## src/rtl/ahb3lite_pkg.sv

```systemverilog
// rtl/ahb3lite_pkg.sv - shared AHB3-Lite transfer-type encodings
package ahb3lite_pkg;

  typedef enum logic [1:0] {
    HTRANS_IDLE   = 2'b00,
    HTRANS_BUSY   = 2'b01,
    HTRANS_NONSEQ = 2'b10,
    HTRANS_SEQ    = 2'b11
  } htrans_t;

endpackage

```

## src/rtl/ahb3lite_arb_select.sv

```systemverilog
// rtl/ahb3lite_arb_select.sv - tie-break among equal-priority requesters
// AHB3LITE_ARB_RR_EN: round-robin after last_id; otherwise lowest index wins.
module ahb3lite_arb_select #(
  parameter int MASTERS = 4
) (
  input  logic [MASTERS-1:0]         req,
  input  logic [$clog2(MASTERS)-1:0] last_id,
  output logic [MASTERS-1:0]         win
);

  localparam int IW = $clog2(MASTERS);

`ifdef AHB3LITE_ARB_RR_EN
  // Scan farthest-to-nearest from last_id so the nearest requester overwrites.
  always_comb begin
    logic [IW-1:0] idx;
    win = '0;
    idx = '0;
    for (int k = MASTERS; k >= 1; k--) begin
      idx = IW'((int'(last_id) + k) % MASTERS);
      if (req[idx]) begin
        win      = '0;
        win[idx] = 1'b1;
      end
    end
  end
`else
  logic unused_last_id;
  assign unused_last_id = ^last_id;

  always_comb begin
    win = '0;
    for (int i = MASTERS - 1; i >= 0; i--) begin
      if (req[i]) begin
        win    = '0;
        win[i] = 1'b1;
      end
    end
  end
`endif

endmodule

```

## src/rtl/ahb3lite_slave_arbiter.sv

```systemverilog
// rtl/ahb3lite_slave_arbiter.sv - AHB3-Lite slave-side priority arbiter with lock/burst hold
// AHB3LITE_ARB_RR_EN: equal-priority ties resolve round-robin instead of lowest index.
module ahb3lite_slave_arbiter
  import ahb3lite_pkg::*;
#(
  parameter int MASTERS       = 4,
  parameter int PRIORITY_BITS = 2
) (
  input  logic                                  HCLK,
  input  logic                                  HRESETn,
  input  logic [MASTERS-1:0]                    req,
  input  logic [MASTERS-1:0][PRIORITY_BITS-1:0] mst_priority,
  input  logic [MASTERS-1:0]                    mst_HMASTLOCK,
  input  logic [1:0]                            own_HTRANS,
  input  logic                                  HREADY,
  output logic [MASTERS-1:0]                    gnt,
  output logic [$clog2(MASTERS)-1:0]            gnt_id,
  output logic                                  gnt_locked
);

  localparam int IW = $clog2(MASTERS);

  typedef enum logic [1:0] {
    ST_IDLE,
    ST_OWNED,
    ST_LOCKED
  } state_t;

  state_t                   state, state_nx;
  logic [IW-1:0]            gnt_id_nx;
  logic [PRIORITY_BITS-1:0] max_pri;
  logic [MASTERS-1:0]       top_req;
  logic [MASTERS-1:0]       win;
  logic [IW-1:0]            win_id;
  logic [IW-1:0]            last_id;
  logic                     own_lock;
  logic                     arb_htrans;
  logic                     do_arb;

  // Only requesters at the highest asserted priority go to the tie-break.
  always_comb begin
    max_pri = '0;
    top_req = '0;
    for (int i = 0; i < MASTERS; i++) begin
      if (req[i] && (mst_priority[i] > max_pri)) max_pri = mst_priority[i];
    end
    for (int i = 0; i < MASTERS; i++) begin
      top_req[i] = req[i] && (mst_priority[i] == max_pri);
    end
  end

  ahb3lite_arb_select #(
    .MASTERS(MASTERS)
  ) u_select (
    .req     (top_req),
    .last_id (last_id),
    .win     (win)
  );

  always_comb begin
    win_id = '0;
    for (int i = 0; i < MASTERS; i++) begin
      if (win[i]) win_id = IW'(i);
    end
  end

`ifdef AHB3LITE_ARB_RR_EN
  logic [IW-1:0] rr_ptr;

  always_ff @(posedge HCLK or negedge HRESETn) begin
    if (!HRESETn) rr_ptr <= '0;
    else if (do_arb && |req) rr_ptr <= win_id;
  end

  assign last_id = rr_ptr;
`else
  assign last_id = '0;
`endif

  assign own_lock   = mst_HMASTLOCK[gnt_id];
  assign arb_htrans = (own_HTRANS == HTRANS_IDLE) || (own_HTRANS == HTRANS_NONSEQ);

  // Wait states freeze everything; a locked owner only lets go on an IDLE beat.
  always_comb begin
    state_nx  = state;
    gnt_id_nx = gnt_id;
    do_arb    = 1'b0;
    if (HREADY) begin
      case (state)
        ST_LOCKED: do_arb = !own_lock && (own_HTRANS == HTRANS_IDLE);
        ST_OWNED: begin
          if (own_lock) state_nx = ST_LOCKED;
          else          do_arb   = arb_htrans;
        end
        default:   do_arb = arb_htrans;
      endcase
      if (do_arb) begin
        if (|req) begin
          state_nx  = ST_OWNED;
          gnt_id_nx = win_id;
        end else begin
          state_nx  = ST_IDLE;
        end
      end
    end
  end

  always_ff @(posedge HCLK or negedge HRESETn) begin
    if (!HRESETn) begin
      state  <= ST_IDLE;
      gnt_id <= '0;
    end else begin
      state  <= state_nx;
      gnt_id <= gnt_id_nx;
    end
  end

  always_comb begin
    gnt         = '0;
    gnt[gnt_id] = 1'b1;
  end

  assign gnt_locked = (state == ST_LOCKED);

endmodule

```

## config.mk

```make
export PLATFORM = sky130hd
export DESIGN_NAME = ahb3lite_slave_arbiter
export DESIGN_NICKNAME = d
export VERILOG_FILES = /design/src/rtl/ahb3lite_pkg.sv /design/src/rtl/ahb3lite_arb_select.sv /design/src/rtl/ahb3lite_slave_arbiter.sv
export SDC_FILE = /design/constraint.sdc
export NUM_CORES = 1
export LEC_CHECK = 0
export BUFFER_PORTS_ARGS = -buffer_cell sky130_fd_sc_hd__buf_2
export CAP_MARGIN = 0
export CORE_MARGIN = 2
export CORE_UTILIZATION = 52
export DETAILED_ROUTE_END_ITERATION = 10
export PLACE_DENSITY = 0.84
export REMOVE_ABC_BUFFERS = 1
export SYNTH_ARGS = -nofsm -noshare
export SYNTH_HDL_FRONTEND = slang
export SYNTH_HIERARCHICAL = 1
export SYNTH_SLANG_ARGS = --single-unit
```

## constraint.sdc

```tcl
create_clock -name HCLK -period 3.75 [get_ports HCLK]
set_input_delay 0 -clock HCLK [delete_from_list [all_inputs] [get_ports HCLK]]
set_output_delay 0 -clock HCLK [all_outputs]
set_load 0.01 [all_outputs]
```

==> results.md, run 1 <==
* Outcome: aborted with a tool error
* Failed at: global routing
* Error msg: [ERROR DPL-0038] Utilization greater than 100%, impossible to legalize
* Synthesized area at 738 um^2
* Row cnt at 13
* Ports at 28
* Detailed Place HPWL at 1.78 mm
* H-tree depth at 1
* Clock Tree Buf Depth at 2
* Worst Endpoint after GRT Repair: gnt_id[0]$_DFFE_PN0P_/D
* Port bufs at 27
* DIE HEIGHT at 41.7 um
* GPL Wtd Cong at 0.821
* CTS buffer count at 3
* DP Worst Slack at -0.509 ns
* Die Span X at 41.7 um
* Worst ep type: register input
* Mapped Cells at 92
* Placed cells at 155
* Largest net degree at the start of global routing at 7
* Yosys warning count at 6
* Initial Utilization at 0.560
* Syn_area_per_cell at 8.02 um^2
* Root buffer cell: clkbuf_4
[through the flow]
step	utilization	setup TNS, ns	instance area [um^2]	hold WS [ns]
3_5_place_dp	0.797	-0.966	1050	-0.193
2_1_floorplan	-	-0.373	738	-0.296
3_3_place_gp	0.797	-0.715	1050	-0.194
4_1_cts	0.899	0	1180	0.0888
[what timing repair did]
item,CTS
gates resized for setup,16
endpoints found under the setup margin,2
endpoints found under the hold margin,4
buffers inserted,5
hold buffers,1
pin swaps,15
==> run 2, diff against run 1 <==
Settings changed: CORE_AREA set to 2 2 63 65, CORE_MARGIN 2 to not set, CORE_UTILIZATION 52 to not set, DIE_AREA set to 0 0 65 67, PLACE_DENSITY 0.84 to not set, PLACE_DENSITY_LB_ADDON set to 0.15.
==> run 2 against run 1 <==
The run now ends clean. Synthesized cell count did not move. Area after synthesis stayed put.
==> results.md, run 2 <==
* Slew HR at 0.810
* Placed cells at 187
* Share of layout cells above drive strength 1 at 0.652
* Top cell family by delay on the critical path: simple AND/OR/NAND/NOR gates
* Mapped Cells at 92
* Final TNS setup at 0 ns
* CTS tree: yes
* CP max stage cell: ha_1
* Port bufs at 27
* Outcome: finished clean
* DIE HEIGHT at 67 um
* Most frequent cells in the layout: 31 x buf_4, 25 x buf_2, 10 x inv_1, 7 x nor2_1, 6 x buf_6
* Row cnt at 22
* DRT Pass-1 Iters at 4
* Buffers & Inverters on Critical Path at 5
* Largest net degree at the start of global routing at 6
* Worst endpoint required time at 3.88 ns
* Clock Tree Buf Depth at 2
* Die Span X at 65 um
* 1st-iter DRT viols at 11
* Dpl cell area at 1080 um^2
* Slew Limit Fails at 0
* Detailed Place HPWL at 1.68 mm
* Worst-path clk slew at 0.03 ns
* Commonest non-fill, non-tap cell in the layout: buf_4
* Die Footprint at 4360 um^2
* Yosys warning count at 6
* FF-to-FF setup slack at 2.07 ns
* Tcrit/Tclk final at 0.978
* First-pass GRT wire length at 3.59 mm
* DR vias/cell at 4.42
* Slew @ Worst Pin at 0.283 ns
* Detail Route Antenna Nets at 0
* GPL Wtd Cong at 0.722
* Initial Utilization at 0.205
* Worst min-delay path class: primary input to flop
* Worst Skew at 0.000441 ns
* Maximum vdd drop at 0.130 mV
* Final-layout fill cell count at 367
* Drc violations at 0
* Fin. Hold Viols at 0
* Worst hold path stage count at 3
* CP Class: primary input to flop
* Critical Path Sink Type: flop
* Overall Power at 0.576 mW
* Met2 GRT Util at 0.214
* LEAKAGE at 0.728 nW
* Drt total wl at 2.26 mm
* CP startpoint kind: primary input
* Largest stage delay, worst path at 0.31 ns
* Biggest regs: gnt_id: 2 flops, state: 2 flops
* WL per Instance at 11.0 um
* Core area at 3610 um^2
* WP depth at 23
* Area growth, synth to finish at 98.6%
* Fmax at 273 MHz
* Vias in the first global route at 905
* RSZ-0062 raised after global routing: yes
* Fin Hold WS at 0.0993 ns
* H-tree depth at 1
* GRT Util Overall at 0.106
* CTS buffer count at 3
* Root buffer cell: clkbuf_8
* Clk sinks at 4
* Worst r2r src: gnt_id[0]
* Register-to-Register Path Depth at 5
* R2R Path End: gnt_id[1]
* Worst path cell trace: buf_6 > and2_4 > inv_2 > ha_4 > nor2b_4 > or2_4 > a22oi_2 > ha_1 > nor2b_4 > o211a_1 > buf_6 > a221oi_4 > a21oi_2 > ha_1 > nand2_2 > o211ai_4 > buf_6 > buf_4 > and3_4 > nor4b_4 > nor4b_4 > nor2_1 > mux2i_1
* Met1 GRT Util at 0.107
* Most common cell on crit path: buf_6
* Antenna violations before repair at 0
* Nets@finish at 189
* Worst Hold End: state[1]
* Crit path DAT at 3.80 ns
* Vias at 910
* Final Util at 0.407
* Min cycle time layout at 3.67 ns
* GR Util met3 at 0.0169
* Critical Path Fanout Max at 5
* Max_cap viols at 0
* Worst Min Path Start: HREADY
* DP Worst Slack at -0.468 ns
* Non-Filler Instances at 206
* Busiest grt layer: met2
* Setup WS post-layout at 0.0843 ns
* Synthesized area at 738 um^2
* Ports at 28
* Final std cell area, no fill at 1470 um^2
* Pwr dens at 393 nW/um^2
* Syn_area_per_cell at 8.02 um^2
* Gr ovfl total at 0
* # diodes at 0
* Worst-skew pair later-pin latency at 0.21 ns
* Final setup fails at 0
==> run 2: worst reg2reg max path: stages (launching register included) <==
cell and delay [ns]:
dfrtp_1 0.40, mux4_2 0.55, nor2_2 0.13, o21ai_2 0.07
or2_4 0.27, mux2i_1 0.12
==> run 2: cell type report <==
class,instances,area (um^2),area share
sequential,4,100,0.0683
timing repair buffer,63,435,0.297
inverter,12,45.0,0.0307
multi-input combinational,76,785,0.535
tap,48,60.1,0.0410
clock buffer,3,41.3,0.0282
==> run 2: worst max-delay path by stage <==
stage                         start         to  slack [ns]
floorplan           mst_priority[1]  gnt_id[0]       -0.23
global route        mst_priority[1]  gnt_id[1]        -0.1
finish              mst_priority[1]  gnt_id[1]        0.08
global placement    mst_priority[1]  gnt_id[0]       -0.40
CTS                 mst_priority[1]  gnt_id[0]        0.03
detailed placement  mst_priority[1]  gnt_id[0]       -0.47
==> run 2: layer usage <==
metal,share of wire,vias up
met5,0,-
met4,0.0097,0
met3,0.046,4
met2,0.54,24
met1,0.40,422
li1,-,460
==> run 2: power breakdown <==
group	internal [mW]	total, mW	leakage, nW	switching [mW]
sequential	0.0624	0.0800	0.0504	0.0176
combinational	0.221	0.407	0.656	0.186
clock	0.0683	0.0892	0.0216	0.0209
total	0.351	0.576	0.728	0.225
==> run 2: timing repair <==
item	4_1_cts	5_1_grt
hold endpoints to repair	4	0
gates resized for setup	19	26
pin swaps	14	17
hold buffers	1	0
buffers inserted	9	7
endpoints found under the setup margin	2	2
Power figures use the tool's default switching activity.
==> run 3, diff against run 2 <==
Settings changed: BUFFER_PORTS_ARGS -buffer_cell sky130_fd_sc_hd__buf_2 to not set, DONT_BUFFER_PORTS set to 1.
==> run 3 against run 2 <==
Sequential share of layout area is 1.6 points higher. Critical path type unchanged. Register-to-register slack worse by 0.04 ns. Total power is 14% lower. Largest cell class unchanged. Core utilization is 7.9 points lower. Combinational power is 21% lower. Cell area is 19% lower. Final cell count is 19% lower. Die area stayed put. Clock power hardly changed. Sequential power is 6.9% higher.
==> results.md, run 3 (synthesized netlist as in run 2, its figures left out) <==
* Outcome: finished clean
* DR vias/cell at 4.44
* Tcrit/Tclk final at 0.958
* Critical Path Fanout Max at 4
* FF-to-FF setup slack at 2.03 ns
* CP startpoint kind: primary input
* Worst-path clk slew at 0.03 ns
* CTS buffer count at 3
* Seq pwr share at 0.172
* Worst-skew pair later-pin latency at 0.21 ns
* Root buffer cell: clkbuf_8
* Clk sinks at 4
* 1st-iter DRT viols at 29
* Worst Skew at 0.000726 ns
* Antenna violations before repair at 0
* Pwr dens at 420 nW/um^2
* Overall Power at 0.496 mW
* RSZ-0062 raised after global routing: yes
* Largest net degree at the start of global routing at 6
* Dpl cell area at 926 um^2
* LEAKAGE at 0.545 nW
* Clock Tree Buf Depth at 2
* Setup WS post-layout at 0.158 ns
* Slew @ Worst Pin at 0.297 ns
* Area growth, synth to finish at 60.2%
* Nets@finish at 150
* Gr ovfl total at 0
* CP Class: primary input to flop
* Fin Hold WS at 0.0586 ns
* DP Worst Slack at -0.376 ns
* Clk pwr share at 0.179
* Register-to-Register Path Depth at 5
* Biggest regs: gnt_id: 2 flops, state: 2 flops
* Critical Path Sink Type: flop
* Most frequent cells in the layout: 20 x buf_4, 11 x inv_1, 8 x nor2_1, 6 x nand2_1, 6 x ha_1
* # diodes at 0
* Detail Route Antenna Nets at 0
* Die Footprint at 4360 um^2
* Final TNS setup at 0 ns
* Ports at 28
* Drc violations at 0
* Initial Utilization at 0.205
* Fmax at 278 MHz
* Detailed Place HPWL at 1.58 mm
* GRT Util Overall at 0.0919
* Max_cap viols at 0
* Int Power at 0.300 mW
* Worst min-delay path class: primary input to async pin
* GPL Wtd Cong at 0.727
* Crit path DAT at 3.69 ns
* R2R Path End: gnt_id[1]
* Slew Limit Fails at 0
* Combinational power share at 0.649
* DRT Pass-1 Iters at 2
* Slew HR at 0.800
* Share of layout cells above drive strength 1 at 0.471
* Vias at 741
* Final-layout fill cell count at 386
* Core area at 3610 um^2
* Net Switching at 0.196 mW
* Fin. Hold Viols at 0
* Min cycle time layout at 3.59 ns
* Vias in the first global route at 775
* Commonest non-fill, non-tap cell in the layout: buf_4
* Placed cells at 157
* Port bufs at 0
* DIE HEIGHT at 67 um
* Worst r2r src: gnt_id[0]
* Switch share at 0.394
* Row cnt at 22
* Maximum vdd drop at 0.110 mV
* Final Util at 0.328
* CTS tree: yes
* WL per Instance at 11.8 um
* Drt total wl at 1.97 mm
* First-pass GRT wire length at 3.10 mm
* Non-Filler Instances at 167
* Final std cell area, no fill at 1180 um^2
* Worst endpoint required time at 3.84 ns
* Die Span X at 65 um
* H-tree depth at 1
* Final setup fails at 0
-- run 3: cell types whose count changed in the layout (fill, tap and decap cells not counted), sizes merged --
cell and delta:
buf -40, dlygate4sd3 +1
-- run 3: critical path, stage by stage --
cell,delay (ns)
and2_4,0.14
inv_2,0.06
ha_4,0.19
nor2b_4,0.12
or2_4,0.26
a22oi_2,0.17
ha_1,0.28
nor2b_4,0.13
o211a_1,0.22
a221oi_2,0.22
nor2_1,0.10
inv_1,0.12
ha_4,0.22
nor2b_4,0.13
o211ai_4,0.24
o21ai_2,0.11
o22ai_4,0.18
xnor2_1,0.14
and3_4,0.23
and2b_2,0.23
a21oi_2,0.12
mux2i_1,0.07
-- run 3: cell type report --
class | count | area, um^2 | area share
Timing Repair Buffer | 24 | 193 | 0.163
Clock buffer | 3 | 41.3 | 0.0349
Sequential cell | 4 | 100 | 0.0847
Multi-Input combinational cell | 76 | 743 | 0.629
Tap cell | 48 | 60.1 | 0.0508
Inverter | 12 | 45.0 | 0.0381
-- run 3: layer usage --
metal / global-route usage / wire length, um / vias up
li1: - / - / 380
met1: 0.0868 / 778 / 325
met2: 0.177 / 997 / 30
met3: 0.0287 / 158 / 6
met4: 0.0479 / 31 / 0
met5: 0 / 0 / -
-- run 3: worst max path at each step --
| stage | start | endpoint | slack (ns) |
|---|---|---|---|
| after global placement | mst_priority[1] | gnt_id[0] | -0.35 |
| after detailed placement | mst_priority[1] | gnt_id[0] | -0.38 |
| after CTS | mst_priority[1] | gnt_id[0] | 0.01 |
| after global routing | mst_priority[1] | gnt_id[0] | -0.07 |
| final | mst_priority[1] | gnt_id[0] | 0.16 |
| after floorplan | mst_priority[1] | gnt_id[0] | -0.23 |
-- run 3: power groups by stage --
stage / combinational, mW / clock, mW / sequential [mW]
after CTS: 0.260 / 0.0921 / 0.0860
after global routing: 0.355 / 0.0955 / 0.0901
after global placement: 0.240 / 0 / 0.0846
after floorplan: 0.184 / 0 / 0.0819
after detailed placement: 0.248 / 0 / 0.0867
final: 0.322 / 0.0889 / 0.0855
-- run 3: what timing repair did --
action,4_1_cts,5_1_grt
pin swaps,1,14
gates cloned,0,0
setup endpoints to repair,2,2
hold buffers,2,0
buffers inserted,0,5
gates resized for setup,5,28
hold endpoints to repair,5,0
